[config.mk]
export PLATFORM = sky130hd
export DESIGN_NAME = quarter_cycle_delay
export DESIGN_NICKNAME = d
export VERILOG_FILES = /design/src/rtl/quarter_cycle_delay.sv
export SDC_FILE = /design/constraint.sdc
export NUM_CORES = 1
export LEC_CHECK = 0
export ABC_AREA = 1
export CORE_MARGIN = 4
export CORE_UTILIZATION = 45
export CTS_BUF_LIST = sky130_fd_sc_hd__clkbuf_16
export DETAILED_ROUTE_END_ITERATION = 10
export DONT_BUFFER_PORTS = 1
export SETUP_SLACK_MARGIN = 0.4
export SKIP_LAST_GASP = 1
export SYNTH_ARGS = -nofsm -noshare
export SYNTH_HDL_FRONTEND = slang
export SYNTH_SLANG_ARGS = --single-unit
export TNS_END_PERCENT = 1
[constraint.sdc]
create_clock -name clk -period 3.2 [get_ports clk]
set_input_delay 0.8 -clock clk [delete_from_list [all_inputs] [get_ports clk]]
set_output_delay 0.8 -clock clk [all_outputs]
set_load 0.01 [all_outputs]
[src/rtl/quarter_cycle_delay.sv]
`default_nettype none
// ============================================================================
// Module   : quarter_cycle_delay
// Purpose  : 90-degree (DELAY-sample) phase delay with time-aligned direct
//            sample output. Optional macro QUAD_NEGATE_EN makes Vq the
//            saturating negation of the delayed sample.
// Revision : 1.0 - initial release
// ============================================================================
module quarter_cycle_delay #(
    parameter int WIDTH = 14,
    parameter int DELAY = 40,
    parameter int AW    = 6
) (
    input  logic                    clk,
    input  logic                    rst,
    input  logic                    sample_en,
    input  logic signed [WIDTH-1:0] Vin,
    output logic signed [WIDTH-1:0] Vdir,
    output logic signed [WIDTH-1:0] Vq,
    output logic                    out_valid,
    output logic                    filled
);

    localparam logic [0:0]    S_FILL = 1'b0;
    localparam logic [0:0]    S_RUN  = 1'b1;
    localparam logic [AW-1:0] c_LAST = AW'(DELAY - 1);

    logic [WIDTH-1:0]        r_mem [0:DELAY-1];
    logic [AW-1:0]           r_ptr;
    logic [AW-1:0]           r_fcnt;
    logic [0:0]              r_state;
    logic signed [WIDTH-1:0] r_vdir;
    logic signed [WIDTH-1:0] r_vq;
    logic                    r_valid;
    logic                    r_filled;

    logic signed [WIDTH-1:0] w_rd;
    logic signed [WIDTH-1:0] w_qnext;

    assign w_rd = r_mem[r_ptr];

`ifdef QUAD_NEGATE_EN
    localparam logic signed [WIDTH-1:0] c_MIN = {1'b1, {(WIDTH-1){1'b0}}};
    localparam logic signed [WIDTH-1:0] c_MAX = {1'b0, {(WIDTH-1){1'b1}}};

    // The most negative code has no positive twin; clamp it to full scale.
    assign w_qnext = (w_rd == c_MIN) ? c_MAX : -w_rd;
`else
    assign w_qnext = w_rd;
`endif

    // Buffer is never cleared; the fill state machine masks stale contents.
    always_ff @(posedge clk) begin
        if (sample_en && !rst) begin
            r_mem[r_ptr] <= Vin;
        end
    end

    always_ff @(posedge clk) begin
        if (rst) begin
            r_ptr    <= '0;
            r_fcnt   <= '0;
            r_state  <= S_FILL;
            r_vdir   <= '0;
            r_vq     <= '0;
            r_valid  <= 1'b0;
            r_filled <= 1'b0;
        end else begin
            r_valid <= 1'b0;
            if (sample_en) begin
                r_ptr <= (r_ptr == c_LAST) ? '0 : r_ptr + 1'b1;
                case (r_state)
                    S_FILL: begin
                        if (r_fcnt == c_LAST) begin
                            r_state  <= S_RUN;
                            r_filled <= 1'b1;
                        end else begin
                            r_fcnt <= r_fcnt + 1'b1;
                        end
                    end
                    S_RUN: begin
                        r_vdir  <= Vin;
                        r_vq    <= w_qnext;
                        r_valid <= 1'b1;
                    end
                    default: r_state <= S_FILL;
                endcase
            end
        end
    end

    assign Vdir      = r_vdir;
    assign Vq        = r_vq;
    assign out_valid = r_valid;
    assign filled    = r_filled;

endmodule
`default_nettype wire

Word level (Yosys, flattened, before mapping). Memories as Yosys holds them, arrays and structs flattened. A register that Yosys moved wholly into a read port is not among the register bits. Index checks and enable logic that the tools add are counted.

Input bits: 17. Memories: 1. Bits in writable memories: 560. Bits in registers: 29. Word-level logic and storage cells: 26.

Reduce and logical (&&, ||, !) cells: 6. Equality and inequality tests: 2. Bitwise logic cells: 3. Mux-type cells: 6. $add $sub $neg: 2.

Memories: r_mem (depth 40, bits a word 14, rd ports 1, clocked after Yosys merged registers in 1, write ports 1, RTL line 28) `logic [WIDTH-1:0] r_mem [0:DELAY-1];`.

Operator list (count): 6-bit by 1-bit adder with 6-bit output (second input constant) (2); 6-bit equality test (second input constant) (2); 6-bit 2-to-1 mux (1); 3-bit AND reduction (2); 1-bit 2-to-1 mux (5); 1-bit NOT (3); 2-bit AND reduction (1); 2-bit OR reduction (1); 1-bit logical AND (1); 1-bit zero test (1).

Longest topological paths before layout. Gate-level depths: netlist of run 1.

Depth in word-level cells: 4. Depth in mapped cells: 14. Gate-level depth less buffers: 11.

Worst setup path before layout of run 1. No wires, ideal clock.

Kind: input -> register. From: input rst. To: memory r_mem[15][0], enable pin. Data arrival time: 2.157 ns. Setup time: 0.384 ns. Stages: 4. Slack: 0.658 ns. Required time: 2.816 ns. Cells stage by stage: clkbuf_1 -> nor2_1 -> nand2_1 -> nor2_1.

Word-level cells in the longest chain between the ends: 4.

Ends and longest elaborated chain: start: declaration (RTL line 15) `input logic rst,`; 1-bit zero test (RTL line 54) `if (sample_en && !rst) begin`; 1-bit logical AND (RTL line 54); 1-bit 2-to-1 mux (RTL line 54); 1-bit 2-to-1 mux (implied by the code) (RTL line 55) `r_mem[r_ptr] <= Vin;`; end: declaration (RTL line 28).

No other way between the ends.

Worst setup path in the final report of run 1.
From: register r_ptr[2]. To: memory r_mem[34][2], enable pin.

RTL lines: start: declaration (RTL line 29) `logic [AW-1:0] r_ptr;`; start signal: assignment (RTL line 71) `r_ptr <= (r_ptr == c_LAST) ? '0 : r_ptr + 1'b1;`.

No word-level cell before the write port.

==> impl_metrics.csv, run 1 <==
group,metric,value,unit
power,internal_power,12.9,mW
floorplan,io_pins,47,
sta,finalCriticalPeriod,2.50,ns
sta,rsz0062_at_grt,"no",
yosys,syn_inst,2449,
critical_path,worstPathArrival,2.81,ns
place,placedCellCount,3175,
global_routing,grt_pass1_wl,103,mm
route,ant_nets,0,
clock_tree,clk_latency,0.64,ns
clock_tree,holdBufCountCts,0,
sta,max_slew_margin,44.5,%
clock_tree,ctsResizeCount,0,
floorplan,core,55300,um2
floorplan,dieArea,59800,um2
route,vias,16858,
route,viasPerCell,5.12,
power,cellLeakagePower,11.6,nW
clock_tree,clk_pin_slew,0.06,ns
yosys,synth_top_area_cell,"edfxtp_1",
power,power_frac_comb,5.1,%
hold_path,hold_class,"in -> reg",
power,pwr-share-seq,52.2,%
yosys,netlist_top_cells_area,"edfxtp_1 (67%), nand2_1 (15%), inv_1 (3.7%)",
yosys,synthesis.area,25200,um2
floorplan,die_h,245,um
yosys,seq_area_frac_synth,70.2,%
power,ir_drop,0.512,mV
route,first_pass_iters,7,
clock_tree,post_cts_buffers,0,
sta,fin_crit_sh,78.2,%
sta,setup_violations,0,
global_routing,antenna_found_initial,2,
critical_path,regToRegSetupSlack,0.70,ns
yosys,synth_cell_types,32,
final_layout,antenna_cells,0,
clock_tree,cts.sinks,603,
sta,clock_skew,0.0256,ns
yosys,ys.flop_type,"edfxtp_1",
yosys,synthArstFlopShare,0,%
global_routing,grt_pass1_vias,16250,
yosys,synthTopCellsByCount,"nand2_1 (1025), edfxtp_1 (560), inv_1 (247)",
critical_path,crit_required,3.51,ns
sta,fin_setup_tns,0,ns
floorplan,initial_core_util,45.5,%
critical_path,crit_path_max_fanout,16,
place,io_buffers,0,
global_routing,grt_usage,22.9,%
yosys,synth-edff-count,560,
yosys,synth_top_area_share,66.8,%
sta,worst_slew_pin_slew,0.832,ns
final_layout,syn2layout_area_growth,12.1,%
yosys,yosysWarnings,0,
outcome,outcome,"complete, no violations",
floorplan,die_x,245,um
floorplan,rows,86,
yosys,synth_most_common_cell,"nand2_1",
yosys,avgSynthCellArea,10.3,um2
clock_tree,clock_path_buffers,3,
clock_tree,numCtsBuffers,61,
critical_path,critPathCaptureType,"flop",
power,clkPwrFrac,42.7,%
power,switching_share,21.9,%
flow_run,max_cap_viol_count,0,
power,netSwitchingPower,3.63,mW
sta,hold_viol_final,0,
clock_tree,cts_tree,"built",
final_layout,final_nets,2509,
place,detailed_place_hpwl,41.2,mm
sta,whs,0.224,ns
yosys,synth_nets,2468,
clock_tree,cts-root-buf,"clkbuf_16",
route,wl,68.7,mm
place,gp_congestion,0.907,
yosys,synth-seq-cells,603,
critical_path,worst-setup-path-type,"reg -> reg",
clock_tree,htree_levels,2,
global_routing,overflow,0,
global_routing,grt_max_degree,103,
final_layout,drive_gt1_share,7.24,%
sta,timing.fmax,400,MHz
critical_path,startpoint_type,"flop",
route,wl_per_cell,20.9,um
route,drt_first_iter_violations,1521,
sta,slew_violations,0,
power,p_per_area,587,nW/um2
final_layout,stdcell_count,3290,
route,drc,0,
-- layout by cell type, fill, tap and decap left out, drive strengths merged --
master / netlist / final
o21ai: 61 / 61
clkinv: 1 / 30
nor4: 1 / 1
a211oi: 2 / 2
a21oi: 32 / 32
nand2: 1027 / 1027
nand3b: 2 / 2
o21a: 2 / 2
nor3b: 1 / 1
nor2: 179 / 179
clkbuf: 21 / 61
xor2: 1 / 1
edfxtp: 560 / 560
ha: 2 / 2
nor3: 6 / 6
nand3: 170 / 170
inv: 251 / 268
xnor2: 1 / 1
bufinv: 0 / 8
dfxtp: 43 / 43
buf: 84 / 83
nand4: 2 / 2
-- metal layers --
| metal | part of all wire [%] | wire length, um | vias up | track usage (%) |
|---|---|---|---|---|
| met2 | 47 | 32600 | 606 | 37.2 |
| met5 | 0.017 | 12 | - | 0 |
| met4 | 3.2 | 2230 | 2 | 7.85 |
| li1 | - | - | 8026 | - |
| met3 | 6.9 | 4740 | 128 | 4.35 |
| met1 | 42 | 29100 | 8096 | 31.2 |
-- flip-flops by register name, indices dropped and copies added (netlist names) --
| register | flops |
|---|---|
| r_mem | 560 |
| Vdir | 14 |
| Vq | 14 |
| r_fcnt | 6 |
| r_ptr | 6 |
| filled | 1 |
| out_valid | 1 |
| r_state | 1 |
-- worst paths after layout --
kind / cells after the start / from / endpoint
max: 6 / r_ptr[2]$_SDFFE_PP0P_ / r_mem[34][2]$_DFFE_PP_
min: 1 / rst / r_ptr[0]$_SDFFE_PP0P_
min reg2reg: 2 / r_fcnt[3]$_SDFFE_PP0P_ / r_fcnt[4]$_SDFFE_PP0P_
max reg2reg: 6 / r_ptr[2]$_SDFFE_PP0P_ / r_mem[34][2]$_DFFE_PP_
-- layout make-up --
class / instances / area [um2]
clock buffer: 61 / 1530
clock inverter: 54 / 460
fill: 5028 / 27100
inverter: 252 / 953
multi-input combinational: 1489 / 6040
sequential: 603 / 17700
tap: 748 / 936
timing repair buffer: 83 / 636
-- stage by stage --
stage	setup slack (ns)	utilization, %	power [mW]	cell area (um2)
global route	0.520	51.0	17.1	28200
detailed placement	0.763	47.5	9.65	26200
CTS	0.721	51.0	16.7	28200
finish	0.699	51.0	16.6	28200
global placement	0.772	47.5	9.65	26200
floorplan	0.658	-	9.40	25200
-- kinds of logic (layout without fill, tap and decap cells) --
family / after synthesis / count (layout) / share of synthesized area [%]
flip-flops: 603 / 603 / 70.2
AND/OR/NAND/NOR: 1388 / 1388 / 21.8
adder cells (fa/ha/maj): 2 / 2 / 0.0993
AO/OA/AOI/OAI: 97 / 97 / 1.97
XOR/XNOR: 2 / 2 / 0.0696
buffers and inverters: 357 / 450 / 5.88
-- power by group through the flow --
stage	Combinational [mW]	Sequential, mW	Clock, mW
finish	0.840	8.65	7.08
global route	0.936	8.65	7.53
CTS	0.840	8.65	7.19
detailed placement	0.837	8.82	0
global placement	0.837	8.82	0
floorplan	0.589	8.81	0
-- critical path, stage by stage (launching register included) --
cell	delay [ns]
dfxtp_1	0.50
inv_4	0.27
nand2_4	0.19
nor2_4	0.45
nand2_1	0.32
nor2_1	0.16
buf_4	0.26
Note: power is estimated with default switching activity, not from simulation.
==> run 2: changes to the inputs <==
Clock period 3.2 ns to 2.45 ns, I/O delays scaled along.
==> impl_metrics.csv, run 2 (synthesized netlist as in run 1, its figures left out) <==
group,metric,value,unit
place,detailed_place_hpwl,38.6,mm
final_layout,top_register,"r_mem",
clock_tree,clock_path_buffers,3,
critical_path,r2r-end,"Vq[0]$_SDFFE_PP0P_",
power,ir_drop,0.566,mV
floorplan,die_h,245,um
floorplan,die_x,245,um
critical_path,regToRegSetupSlack,0.38,ns
critical_path,rr_worst_depth,9,
sta,finalCriticalPeriod,2.07,ns
global_routing,grt_pass1_vias,15815,
global_routing,grt_usage,21.9,%
critical_path,crit_required,2.95,ns
route,ant_nets,0,
route,first_pass_iters,6,
floorplan,io_pins,47,
clock_tree,holdBufCountCts,0,
clock_tree,clk_latency,0.63,ns
final_layout,final_nets,2516,
route,viasPerCell,5.09,
final_layout,fin_util,51.7,%
final_layout,final_common_cell,"nand2_1",
final_layout,antenna_cells,0,
power,p_per_area,755,nW/um2
place,gp_congestion,0.875,
global_routing,antenna_found_initial,1,
route,vias,16763,
floorplan,rows,86,
floorplan,core,55300,um2
global_routing,overflow,0,
critical_path,crit_path_max_fanout,27,
final_layout,largest_register_ffs,560,
clock_tree,clk_pin_slew,0.06,ns
sta,setup_violations,0,
route,wl_per_cell,20.2,um
clock_tree,cts-root-buf,"clkbuf_16",
sta,whs,0.0545,ns
place,io_buffers,0,
sta,hold_viol_final,0,
final_layout,drive_gt1_share,9.46,%
sta,fin_crit_sh,84.4,%
place,dp_slack,0.120,ns
sta,slew_violations,0,
route,drc,0,
hold_path,hold_class,"in -> reg",
clock_tree,cts.sinks,603,
sta,clock_skew,0.0216,ns
outcome,outcome,"complete, no violations",
global_routing,grt_max_degree,108,
hold_path,holdCritStartpoint,"rst",
sta,fin_setup_tns,0,ns
sta,max_slew_margin,57.8,%
power,cellLeakagePower,11.7,nW
sta,rsz0062_at_grt,"yes",
clock_tree,numCtsBuffers,61,
critical_path,critPathCaptureType,"flop",
final_layout,syn2layout_area_growth,13.6,%
final_layout,seq_area,17700,um2
critical_path,worst-setup-path-type,"reg -> reg",
critical_path,worstPathArrival,2.57,ns
floorplan,dieArea,59800,um2
flow_run,max_cap_viol_count,0,
clock_tree,htree_levels,2,
sta,timing.fmax,484,MHz
sta,setup_ws,0.382,ns
global_routing,grt_pass1_wl,98.9,mm
final_layout,fillers,4943,
hold_path,worstHoldPathCells,1,
route,wl,66.5,mm
final_layout,layout_common_cells,"nand2_1 (1021), edfxtp_1 (560), inv_1 (257)",
critical_path,reg2reg_from,"r_ptr[0]$_SDFFE_PP0P_",
clock_tree,cts_tree,"built",
final_layout,multiInputGateArea,6200,um2
hold_path,min_to,"r_fcnt[5]$_SDFFE_PP0P_",
floorplan,initial_core_util,45.5,%
critical_path,startpoint_type,"flop",
sta,worst_slew_pin_slew,0.631,ns
route,drt_first_iter_violations,1527,
## run 2: cell count changes in the layout (fill, tap and decap cells not counted), sizes merged
cell	previous run	this run
clkbuf	61	65
inv	268	263
clkinvlp	0	1
clkinv	30	33
buf	83	87
bufinv	8	6
nor2	179	180
## run 2: routing by layer
layer	wire, um	track usage [%]	up-vias
li1	-	-	8029
met1	28100	31.0	7941
met2	30800	34.5	675
met3	5790	4.71	118
met4	1790	6.34	0
met5	0	0	-
## run 2: worst max path at each step
stage | startpoint | end | slack (ns) | depth (start not counted)
5_1_grt | r_ptr[0]$_SDFFE_PP0P_ | Vq[1]$_SDFFE_PP0P_ | 0.33 | 10
3_5_place_dp | r_ptr[2]$_SDFFE_PP0P_ | r_mem[21][1]$_DFFE_PP_ | 0.12 | 5
6_report | r_ptr[0]$_SDFFE_PP0P_ | Vq[0]$_SDFFE_PP0P_ | 0.38 | 9
4_1_cts | r_ptr[2]$_SDFFE_PP0P_ | r_mem[19][4]$_DFFE_PP_ | 0.34 | 7
2_1_floorplan | r_ptr[5]$_SDFFE_PP0P_ | r_mem[4][0]$_DFFE_PP_ | 0.30 | 5
3_3_place_gp | r_ptr[2]$_SDFFE_PP0P_ | r_mem[21][4]$_DFFE_PP_ | 0.17 | 5
## run 2: layout make-up
| cell class | instances | area share (%) |
|---|---|---|
| flip-flops and latches | 603 | 61.8 |
| multi-input cells | 1490 | 21.7 |
| clock buffers | 63 | 5.51 |
| inverters | 252 | 3.35 |
| well taps | 748 | 3.27 |
| repair buffers | 89 | 3.07 |
| clock inverters | 51 | 1.33 |
## run 2: repair_timing
action / in CTS / in global routing
setup endpoints to repair: 224 / 364
pin swaps: 1 / 1
setup buffers: 2 / 1
gates cloned: 1 / 2
gates resized for setup: 6 / 21
## run 2: metrics by stage
stage,cells,power [mW],area [um2]
after CTS,3293,21.7,28500
after global routing,3296,22.3,28600
after floorplan,2449,12.3,25300
final,3296,21.6,28600
after detailed placement,3176,12.6,26500
after global placement,3176,12.6,26500
## run 2: where the power goes
part	switching (mW)	internal, mW	total (mW)
Combinational	0.810	0.336	1.15
Clock	3.90	5.25	9.15
Sequential	0.0286	11.3	11.3
## run 2: critical path: stages (launching register included)
cell and delay, ns:
dfxtp_4 0.44, inv_8 0.20, buf_12 0.19, nand2_1 0.06, nand3_1 0.10, nand2_1 0.08, o21ai_1 0.26, nand2_1 0.10
nor2_1 0.35, a21oi_1 0.13
